--- src/rtl/dump_seq_pkg.sv ---
// Shared types and constants for the receiver-protection dump sequencer.
package dump_seq_pkg;
  localparam int DEF_CNT_W   = 16;
  localparam int DEF_NUM_W   = 8;
  localparam int PWRUP_DELAY = 1;
  localparam int PWRUP_WIDTH = 19;
  localparam int PWRUP_GAP   = 1;
  localparam int PWRUP_NUM   = 1;

  typedef enum logic [1:0] {
    ST_IDLE  = 2'd0,
    ST_DELAY = 2'd1,
    ST_ON    = 2'd2,
    ST_GAP   = 2'd3
  } state_t;
endpackage

--- src/rtl/dump_timer.sv ---
// Loadable down-counter with zero flag; load wins over decrement, holds at zero.
module dump_timer #(
  parameter int W = 16
) (
  input  logic         i_clk,
  input  logic         i_rst_n,
  input  logic         i_load,
  input  logic [W-1:0] i_load_val,
  input  logic         i_en,
  output logic         o_zero
);
  logic [W-1:0] r_cnt;

  always_ff @(posedge i_clk or negedge i_rst_n) begin
    if (!i_rst_n) begin
      r_cnt <= '0;
    end else if (i_load) begin
      r_cnt <= i_load_val;
    end else if (i_en && (r_cnt != '0)) begin
      r_cnt <= r_cnt - 1'b1;
    end
  end

  assign o_zero = (r_cnt == '0);
endmodule

--- src/rtl/dump_sequencer.sv ---
// Dump pulse train scheduler: delay, then num pulses of width separated by gap.
// Optional DUMP_POWERUP_EN: one silent self-run train after reset release.
//
// state    | meaning
// ST_IDLE  | waiting for start (or pending power-up train)
// ST_DELAY | counting initial delay before first pulse
// ST_ON    | dumpon high for latched width
// ST_GAP   | dumpon low between pulses
module dump_sequencer
  import dump_seq_pkg::*;
#(
  parameter int CNT_W = DEF_CNT_W,
  parameter int NUM_W = DEF_NUM_W
) (
  input  logic             i_clk,
  input  logic             i_rst_n,
  input  logic             i_start,
  input  logic             i_abort,
  input  logic [CNT_W-1:0] i_cfg_delay,
  input  logic [CNT_W-1:0] i_cfg_width,
  input  logic [CNT_W-1:0] i_cfg_gap,
  input  logic [NUM_W-1:0] i_cfg_num,
  input  logic             i_clr_overrun,
  output logic             o_dumpon,
  output logic             o_busy,
  output logic             o_done,
  output logic [NUM_W-1:0] o_pulse_idx,
  output logic             o_overrun
);
`ifdef DUMP_POWERUP_EN
  localparam logic PWRUP_EN = 1'b1;
`else
  localparam logic PWRUP_EN = 1'b0;
`endif

  state_t           r_state;
  logic             r_dumpon;
  logic             r_busy;
  logic             r_done;
  logic [NUM_W-1:0] r_idx;
  logic             r_overrun;
  logic [CNT_W-1:0] r_width;
  logic [CNT_W-1:0] r_gap;
  logic [NUM_W-1:0] r_num;
  logic             r_silent;
  logic             r_pwrup_pend;

  state_t           w_state_n;
  logic             w_done_n;
  logic [NUM_W-1:0] w_idx_n;
  logic             w_latch;
  logic             w_latch_pwrup;
  logic             w_tmr_load;
  logic [CNT_W-1:0] w_tmr_val;
  logic             w_tmr_en;
  logic             w_tmr_zero;
  logic             w_last;
  logic [CNT_W-1:0] w_width_m1;
  logic [CNT_W-1:0] w_gap_m1;

  // Zero width/gap behave as one cycle; timer terminal count is zero.
  assign w_width_m1 = (r_width == '0) ? '0 : r_width - 1'b1;
  assign w_gap_m1   = (r_gap == '0) ? '0 : r_gap - 1'b1;
  assign w_last     = (r_idx == r_num - NUM_W'(1));

  dump_timer #(.W(CNT_W)) u_timer (
    .i_clk      (i_clk),
    .i_rst_n    (i_rst_n),
    .i_load     (w_tmr_load),
    .i_load_val (w_tmr_val),
    .i_en       (w_tmr_en),
    .o_zero     (w_tmr_zero)
  );

  always_comb begin
    w_state_n     = r_state;
    w_done_n      = 1'b0;
    w_idx_n       = r_idx;
    w_latch       = 1'b0;
    w_latch_pwrup = 1'b0;
    w_tmr_load    = 1'b0;
    w_tmr_val     = '0;
    w_tmr_en      = 1'b0;
    case (r_state)
      ST_IDLE: begin
        if (!i_abort) begin
          if (r_pwrup_pend) begin
            w_latch_pwrup = 1'b1;
            w_idx_n       = '0;
            w_state_n     = ST_DELAY;
            w_tmr_load    = 1'b1;
            w_tmr_val     = CNT_W'(PWRUP_DELAY);
          end else if (i_start) begin
            w_latch = 1'b1;
            w_idx_n = '0;
            if (i_cfg_num == '0) begin
              w_done_n = 1'b1;
            end else begin
              w_state_n  = ST_DELAY;
              w_tmr_load = 1'b1;
              w_tmr_val  = i_cfg_delay;
            end
          end
        end
      end
      ST_DELAY: begin
        if (i_abort) begin
          w_state_n = ST_IDLE;
        end else if (w_tmr_zero) begin
          w_state_n  = ST_ON;
          w_tmr_load = 1'b1;
          w_tmr_val  = w_width_m1;
        end else begin
          w_tmr_en = 1'b1;
        end
      end
      ST_ON: begin
        if (i_abort) begin
          w_state_n = ST_IDLE;
        end else if (w_tmr_zero) begin
          if (w_last) begin
            w_state_n = ST_IDLE;
            w_done_n  = !r_silent;
          end else begin
            w_state_n  = ST_GAP;
            w_tmr_load = 1'b1;
            w_tmr_val  = w_gap_m1;
          end
        end else begin
          w_tmr_en = 1'b1;
        end
      end
      ST_GAP: begin
        if (i_abort) begin
          w_state_n = ST_IDLE;
        end else if (w_tmr_zero) begin
          w_state_n  = ST_ON;
          w_idx_n    = r_idx + NUM_W'(1);
          w_tmr_load = 1'b1;
          w_tmr_val  = w_width_m1;
        end else begin
          w_tmr_en = 1'b1;
        end
      end
      default: w_state_n = ST_IDLE;
    endcase
  end

  always_ff @(posedge i_clk or negedge i_rst_n) begin
    if (!i_rst_n) begin
      r_state  <= ST_IDLE;
      r_dumpon <= 1'b0;
      r_busy   <= 1'b0;
      r_done   <= 1'b0;
      r_idx    <= '0;
    end else begin
      r_state  <= w_state_n;
      r_dumpon <= (w_state_n == ST_ON);
      r_busy   <= (w_state_n != ST_IDLE);
      r_done   <= w_done_n;
      r_idx    <= w_idx_n;
    end
  end

  always_ff @(posedge i_clk or negedge i_rst_n) begin
    if (!i_rst_n) begin
      r_width  <= '0;
      r_gap    <= '0;
      r_num    <= '0;
      r_silent <= 1'b0;
    end else if (w_latch) begin
      r_width  <= i_cfg_width;
      r_gap    <= i_cfg_gap;
      r_num    <= i_cfg_num;
      r_silent <= 1'b0;
    end else if (w_latch_pwrup) begin
      r_width  <= CNT_W'(PWRUP_WIDTH);
      r_gap    <= CNT_W'(PWRUP_GAP);
      r_num    <= NUM_W'(PWRUP_NUM);
      r_silent <= 1'b1;
    end
  end

  // The power-up request is consumed on the first IDLE cycle, launched or aborted.
  always_ff @(posedge i_clk or negedge i_rst_n) begin
    if (!i_rst_n) begin
      r_pwrup_pend <= PWRUP_EN;
      r_overrun    <= 1'b0;
    end else begin
      if (r_state == ST_IDLE) r_pwrup_pend <= 1'b0;
      if (i_start && ((r_state != ST_IDLE) || r_pwrup_pend)) begin
        r_overrun <= 1'b1;
      end else if (i_clr_overrun) begin
        r_overrun <= 1'b0;
      end
    end
  end

  assign o_dumpon    = r_dumpon;
  assign o_busy      = r_busy;
  assign o_done      = r_done;
  assign o_pulse_idx = r_idx;
  assign o_overrun   = r_overrun;
endmodule
--- config.mk ---
export PLATFORM = sky130hd
export DESIGN_NAME = dump_sequencer
export DESIGN_NICKNAME = d
export VERILOG_FILES = /design/src/rtl/dump_seq_pkg.sv /design/src/rtl/dump_timer.sv /design/src/rtl/dump_sequencer.sv
export SDC_FILE = /design/constraint.sdc
export NUM_CORES = 1
export LEC_CHECK = 0
export BUFFER_PORTS_ARGS = -buffer_cell sky130_fd_sc_hd__buf_2
export CORE_MARGIN = 2
export CORE_UTILIZATION = 37
export DETAILED_ROUTE_END_ITERATION = 7
export SETUP_SLACK_MARGIN = 0.15
export SYNTH_ARGS = -nofsm -noshare
export SYNTH_HDL_FRONTEND = slang
export SYNTH_SLANG_ARGS = --single-unit
--- constraint.sdc ---
create_clock -name i_clk -period 3.4 [get_ports i_clk]
set_input_delay 0.17 -clock i_clk [delete_from_list [all_inputs] [get_ports i_clk]]
set_output_delay 0.17 -clock i_clk [all_outputs]
set_load 0.02 [all_outputs]
# Yosys cells after proc, flatten, opt, wreduce, memory -nomap -nowiden
# Cells that the tools add are included.
[word_totals]
regBits = 71
in_bits = 61
out_inout_bits = 12
word_cells = 97
[op_classes]
add_sub_neg = 5
n_eq_ne = 9
n_mux = 55
n_reduce_logical = 17
[ops]
columns = ["op", "count"]
rows = [
  ["$mux W16", 14],
  ["$logic_not A16 Y1", 3],
  ["$pmux W16 S3", 1],
  ["$sub A16 B1 Y16 const B", 3],
  ["$mux W8", 5],
  ["$mux W1", 23],
  ["$mux W2", 8],
  ["$pmux W8 S2", 1],
  ["$reduce_bool A16 Y1", 1],
  ["$reduce_bool A2 Y1", 5],
  ["$add A8 B1 Y8 const B", 1],
  ["$eq A8 B8 Y1", 1],
  ["$logic_not A8 Y1", 1],
  ["$sub A8 B1 Y8 const B", 1],
  ["$eq A2 B2 Y1 const B", 3],
  ["$ne A2 B2 Y1 const B", 3],
  ["$pmux W2 S3", 1],
  ["$reduce_and A5 Y1", 1],
  ["$pmux W1 S3", 1],
  ["$reduce_or A3 Y1", 1],
  ["$eq A2 B1 Y1 const B", 1],
  ["$logic_and A1 B1 Y1", 2],
  ["$logic_not A2 Y1", 1],
  ["$ne A2 B1 Y1 const B", 1],
  ["other kinds (3)", 3],
]

# Logic depth before layout (Yosys ltp)
[depth]
ltp_word = 7
depth_mapped = 12
mapped_depth_nobuf = 10

# Cells and area by module
# Synthesis repeated with hierarchy kept, for this count alone.
[hier_totals]
hier_cells = 444
hier_area_um2 = 4383.0
[by_module_without_submodules]
columns = ["module", "n_inst", "cells_per_inst", "area_each_um2", "seq_area_each_um2"]
rows = [
  ["dump_sequencer", 1, 321, 3338.2, 1351.3],
  ["dump_timer", 1, 123, 1044.8, 400.4],
]

# Worst setup path before layout
# No wires, ideal clock.
[synth_path]
path_kind = "register to register"
from = "reg r_gap[6]"
to = "reg u_timer.r_cnt[6]"
setup_time_ps = 135
arrival_ps = 2392
required_time_ps = 3265
slack_ps = 873
stages_incl_launch_ff = 9
path_buffers = 1
period_less_slack_ps = 2527
path_cell_list = "dfrtp_1 -> or4_4 -> or3_1 -> or3_4 -> nor4_4 -> nor4_2 -> buf_6 -> a221oi_2 -> o211ai_1"
[synth_between]
elab_chain_cells = 7
word_cells_on_any_way = 8
cone_classes = "add/sub (1); mux (6); reduce/logical (1)"
[synth_lines]
columns = ["element", "line", "source"]
rows = [
  ["start, declared", "dump_sequencer.sv:43", "logic [CNT_W-1:0] r_gap;"],
  ["start signal, assigned", "dump_sequencer.sv:173", "r_gap <= i_cfg_gap;"],
  ["start signal, assigned", "dump_sequencer.sv:178", "r_gap <= CNT_W'(PWRUP_GAP);"],
  ["$sub A16 B1 Y16 or $logic_not A16 Y1 (tied branches)", "dump_sequencer.sv:63", "assign w_gap_m1 = (r_gap == '0) ? '0 : r_gap - 1'b1;"],
  ["$mux W16 (*)", "dump_sequencer.sv:63", ""],
  ["$mux W16 (*)", "dump_sequencer.sv:121", "if (w_last) begin"],
  ["$mux W16 (*)", "dump_sequencer.sv:120", "end else if (w_tmr_zero) begin"],
  ["$mux W16 (*)", "dump_sequencer.sv:118", "if (i_abort) begin"],
  ["$pmux W16 S3 (*)", "dump_sequencer.sv:84", "case (r_state)"],
  ["$mux W16 (*)", "dump_timer.sv:17", "end else if (i_load) begin"],
  ["end signal, assigned", "dump_timer.sv:18", "r_cnt <= i_load_val;"],
  ["end signal, assigned", "dump_timer.sv:20", "r_cnt <= r_cnt - 1'b1;"],
  ["end, declared", "dump_timer.sv:12", "logic [W-1:0] r_cnt;"],
]
# Mark *: on every way between the ends. The rest lies on a longest branch, timed or not.
# A chain may end at the register's enable or synchronous reset.

# Worst setup path after layout
[layout_path]
from = "reg r_gap[6]"
to = "reg u_timer.r_cnt[9]"
# Same word-level chain as after synthesis.

==> impl_metrics.ini <==
[synth]
synth.area.top_cells = dfrtp_1 (42%), mux2_2 (9.5%), xor2_1 (6.6%), nor2_1 (4.1%), xnor2_1 (3.8%)
post-synth-top-count-cell = dfrtp_1
synth.distinct_cells = 51
yosysSeqAreaShare = 0.423
post-synth-top-area-cell = dfrtp_1
yosys_register_bits = 70
synth-async-reset-ratio = 1.00
syn_avg_cell_area_sq_um = 9.69
syn_nets = 495
dominantRegCellSynth = dfrtp_1
syn_warnings = 0
synth_area_sq_um = 4140
synth_common_cells = dfrtp_1 (70), nor2_1 (45), mux2_2 (35)
synth_edf_count = 0
post_synth_inst_count = 427
synth_top_area_frac = 0.423

[clock_network]
clkSinkCount = 70
clock_insertion_delay_worst_skew_ns = 0.36
clock_tree_from_tritoncts = done
cts_inserted_buffers = 9
clock-root-buffer = clkbuf_8
cts_htree_levels = 3
clkSlewWorstSetupHoldPaths_ns = 0.08
clockBufferDepth = 2

[sta]
fin_setup_tns_ns = 0
clock-skew-final_ns = 0.0128
drv_slew = 0
max_slew.worst_pin.slew_ns = 0.860
rsz_0062_raised_after_global_routing = no
max_clock_freq_ghz = 0.354
finalHoldWorstSlack_ns = 0.0358
final_hold_viol_count = 0
relSlewSlack = 0.427
report.final.setup_viol = 0
min_period_ns = 2.82
final_min_period_over_clock_period = 0.830

[global_route]
grt_start_max_net_pins = 56
grt_pass1_vias = 3431
grt_antenna_before_repair = 0
grt-ovfl-total = 0
track_usage = 0.185
first_pass_grt_wire_length_microns = 17200

[power]
cellPowerDensity_nw_per_um2 = 539
cellLeakagePower_nw = 2.12
peakVddDrop_mv = 0.202

[place]
buffer_ports.inserted = 72
place_congestion = 0.858
post-dp-hpwl_microns = 7850
placedCellCount = 628

[route]
num_vias = 3446
antenna_left = 0
post_drt_wl_per_cell_microns = 16.1
route.detailed.vias_per_inst = 5.33
drt-pass1-iter-count = 4
detailedRoute.firstIterationViolations = 219
postRouteWirelength_microns = 10400
route.detailed.drc = 0

[worst_setup_path]
timing.critical_path.slowest_stage_cell = or4_4
critical_path_required_ns = 3.60
critical-path-max-stage-delay_ns = 0.54
critical_path.cell_chain = or4_4 -> or3_1 -> or3_4 -> nor4_4 -> nor4_2 -> buf_4 -> a221oi_1 -> o311ai_0
endpoint_kind = flip-flop
worstSetupPathType = flip-flop to flip-flop
critical_path_peak_fanout = 16
worstPathArrival_ns = 3.02
critical_path.startpoint_type = flip-flop

[finish]
n_antenna_cell = 0
synthToLayoutAreaGrowth_pct = 19.0
stdcell_count = 646
layout-drive-gt1-share = 0.281
finish.net_count = 569

[floorplanning]
die_boundary_height_microns = 110
die-width_microns = 110
initial_core_util = 0.380
fp-row-count = 38
core_sq_um = 10900
io_pins = 73
fp.dieArea_sq_um = 12000

[worst_hold_path]
hold_path_class = input port to flip-flop

[job]
maxCapViolations = 0

[outcome]
status = complete, no violations
-- sequential cells by signal, summed over array words and instances (netlist names), 2 cells and up --
name           flops
o_pulse_idx        8
r_gap             16
r_num              8
r_state            2
r_width           16
u_timer.r_cnt     16
-- worst max-delay path, delay by kind of cell (launching register included) --
| kind | cells | cell delay, ns |
|---|---|---|
| simple gates | 5 | 1.59 |
| flops | 1 | 0.43 |
| compound gates | 2 | 0.44 |
| buf+inv | 1 | 0.22 |
-- worst paths after layout --
path | from | to | depth (start not counted) | slack (ns)
setup reg to reg | r_gap[6] | u_timer.r_cnt[9] | 8 | 0.58
hold reg to reg | u_timer.r_cnt[11] | u_timer.r_cnt[11] | 2 | 0.52
max in group asynchronous | i_rst_n | r_width[0] | 3 | 1.97
min in group asynchronous | i_rst_n | o_pulse_idx[4] | 2 | 0.46
hold / removal | i_cfg_gap[1] | r_gap[1] | 3 | 0.04
setup / recovery | r_gap[6] | u_timer.r_cnt[9] | 8 | 0.58
-- stage by stage --
| step | setup slack, ns | util | area (sq um) | power [W] |
|---|---|---|---|---|
| floorplan | 0.873 | - | 4140 | 0.00161 |
| global placement | 0.679 | 0.427 | 4650 | 0.00180 |
| finish | 0.579 | 0.452 | 4920 | 0.00265 |
| global route | 0.385 | 0.452 | 4920 | 0.00281 |
| detailed placement | 0.595 | 0.427 | 4650 | 0.00182 |
| CTS | 0.580 | 0.452 | 4920 | 0.00266 |
-- cell families (layout without fill, tap and decap cells) --
family | Yosys count | in the layout | synth area share
adder cells (fa/ha/maj) | 7 | 7 | 0.0212
AO/OA/AOI/OAI | 79 | 79 | 0.131
AND/OR/NAND/NOR | 156 | 156 | 0.195
XOR/XNOR | 49 | 49 | 0.104
multiplexers | 35 | 35 | 0.0953
flip-flops | 70 | 70 | 0.423
buffers and inverters | 31 | 110 | 0.0302
-- what timing repair did --
item	CTS	global route
buffers inserted	0	0
resized for setup	0	0
hold buffers	2	0
endpoints found under the hold margin	36	0
-- layout make-up --
| cell class | count | area (sq um) |
|---|---|---|
| inverter | 13 | 48.8 |
| tap | 140 | 175 |
| clock buffer | 9 | 124 |
| sequential | 70 | 1750 |
| timing repair buffer | 81 | 433 |
| fill | 1015 | 5970 |
| multi-input combinational | 326 | 2270 |
| clock inverter | 7 | 123 |
-- placed cells by master, fill, tap and decap left out, drive strengths merged, types with 3 or more instances in the layout --
| master | netlist | final |
|---|---|---|
| xnor2 | 18 | 18 |
| nor4b | 3 | 3 |
| ha | 7 | 7 |
| nor4 | 12 | 12 |
| xor2 | 31 | 31 |
| buf | 2 | 79 |
| a221oi | 8 | 8 |
| o211ai | 3 | 3 |
| or4 | 5 | 5 |
| or3 | 6 | 6 |
| o21ai | 27 | 27 |
| nor2 | 45 | 45 |
| nand2 | 32 | 32 |
| inv | 13 | 13 |
| mux2 | 35 | 35 |
| a21oi | 17 | 17 |
| clkbuf | 16 | 9 |
| nand3 | 11 | 11 |
| a211oi | 6 | 6 |
| and3 | 3 | 3 |
| bufinv | 0 | 3 |
| nand4 | 5 | 5 |
| nand2b | 4 | 4 |
| nor3 | 17 | 17 |
| nand3b | 6 | 6 |
| dfrtp | 70 | 70 |
-- power breakdown --
part	switching [W]	leakage (nW)	total [W]	internal (W)
Sequential	0.000192	0.862	0.00119	0.000994
Clock	0.000347	0.116	0.000837	0.000489
Combinational	0.000324	1.14	0.000631	0.000306
Total	0.000864	2.12	0.00265	0.00179
-- layer usage --
metal  vias up  share of wire  global-route usage
li1       1682              -                   -
met1      1674           0.47               0.256
met2        74           0.47               0.292
met3        16          0.045              0.0314
met4         0          0.018              0.0669
met5         -              0                   0
Power figures use the tool's default switching activity.
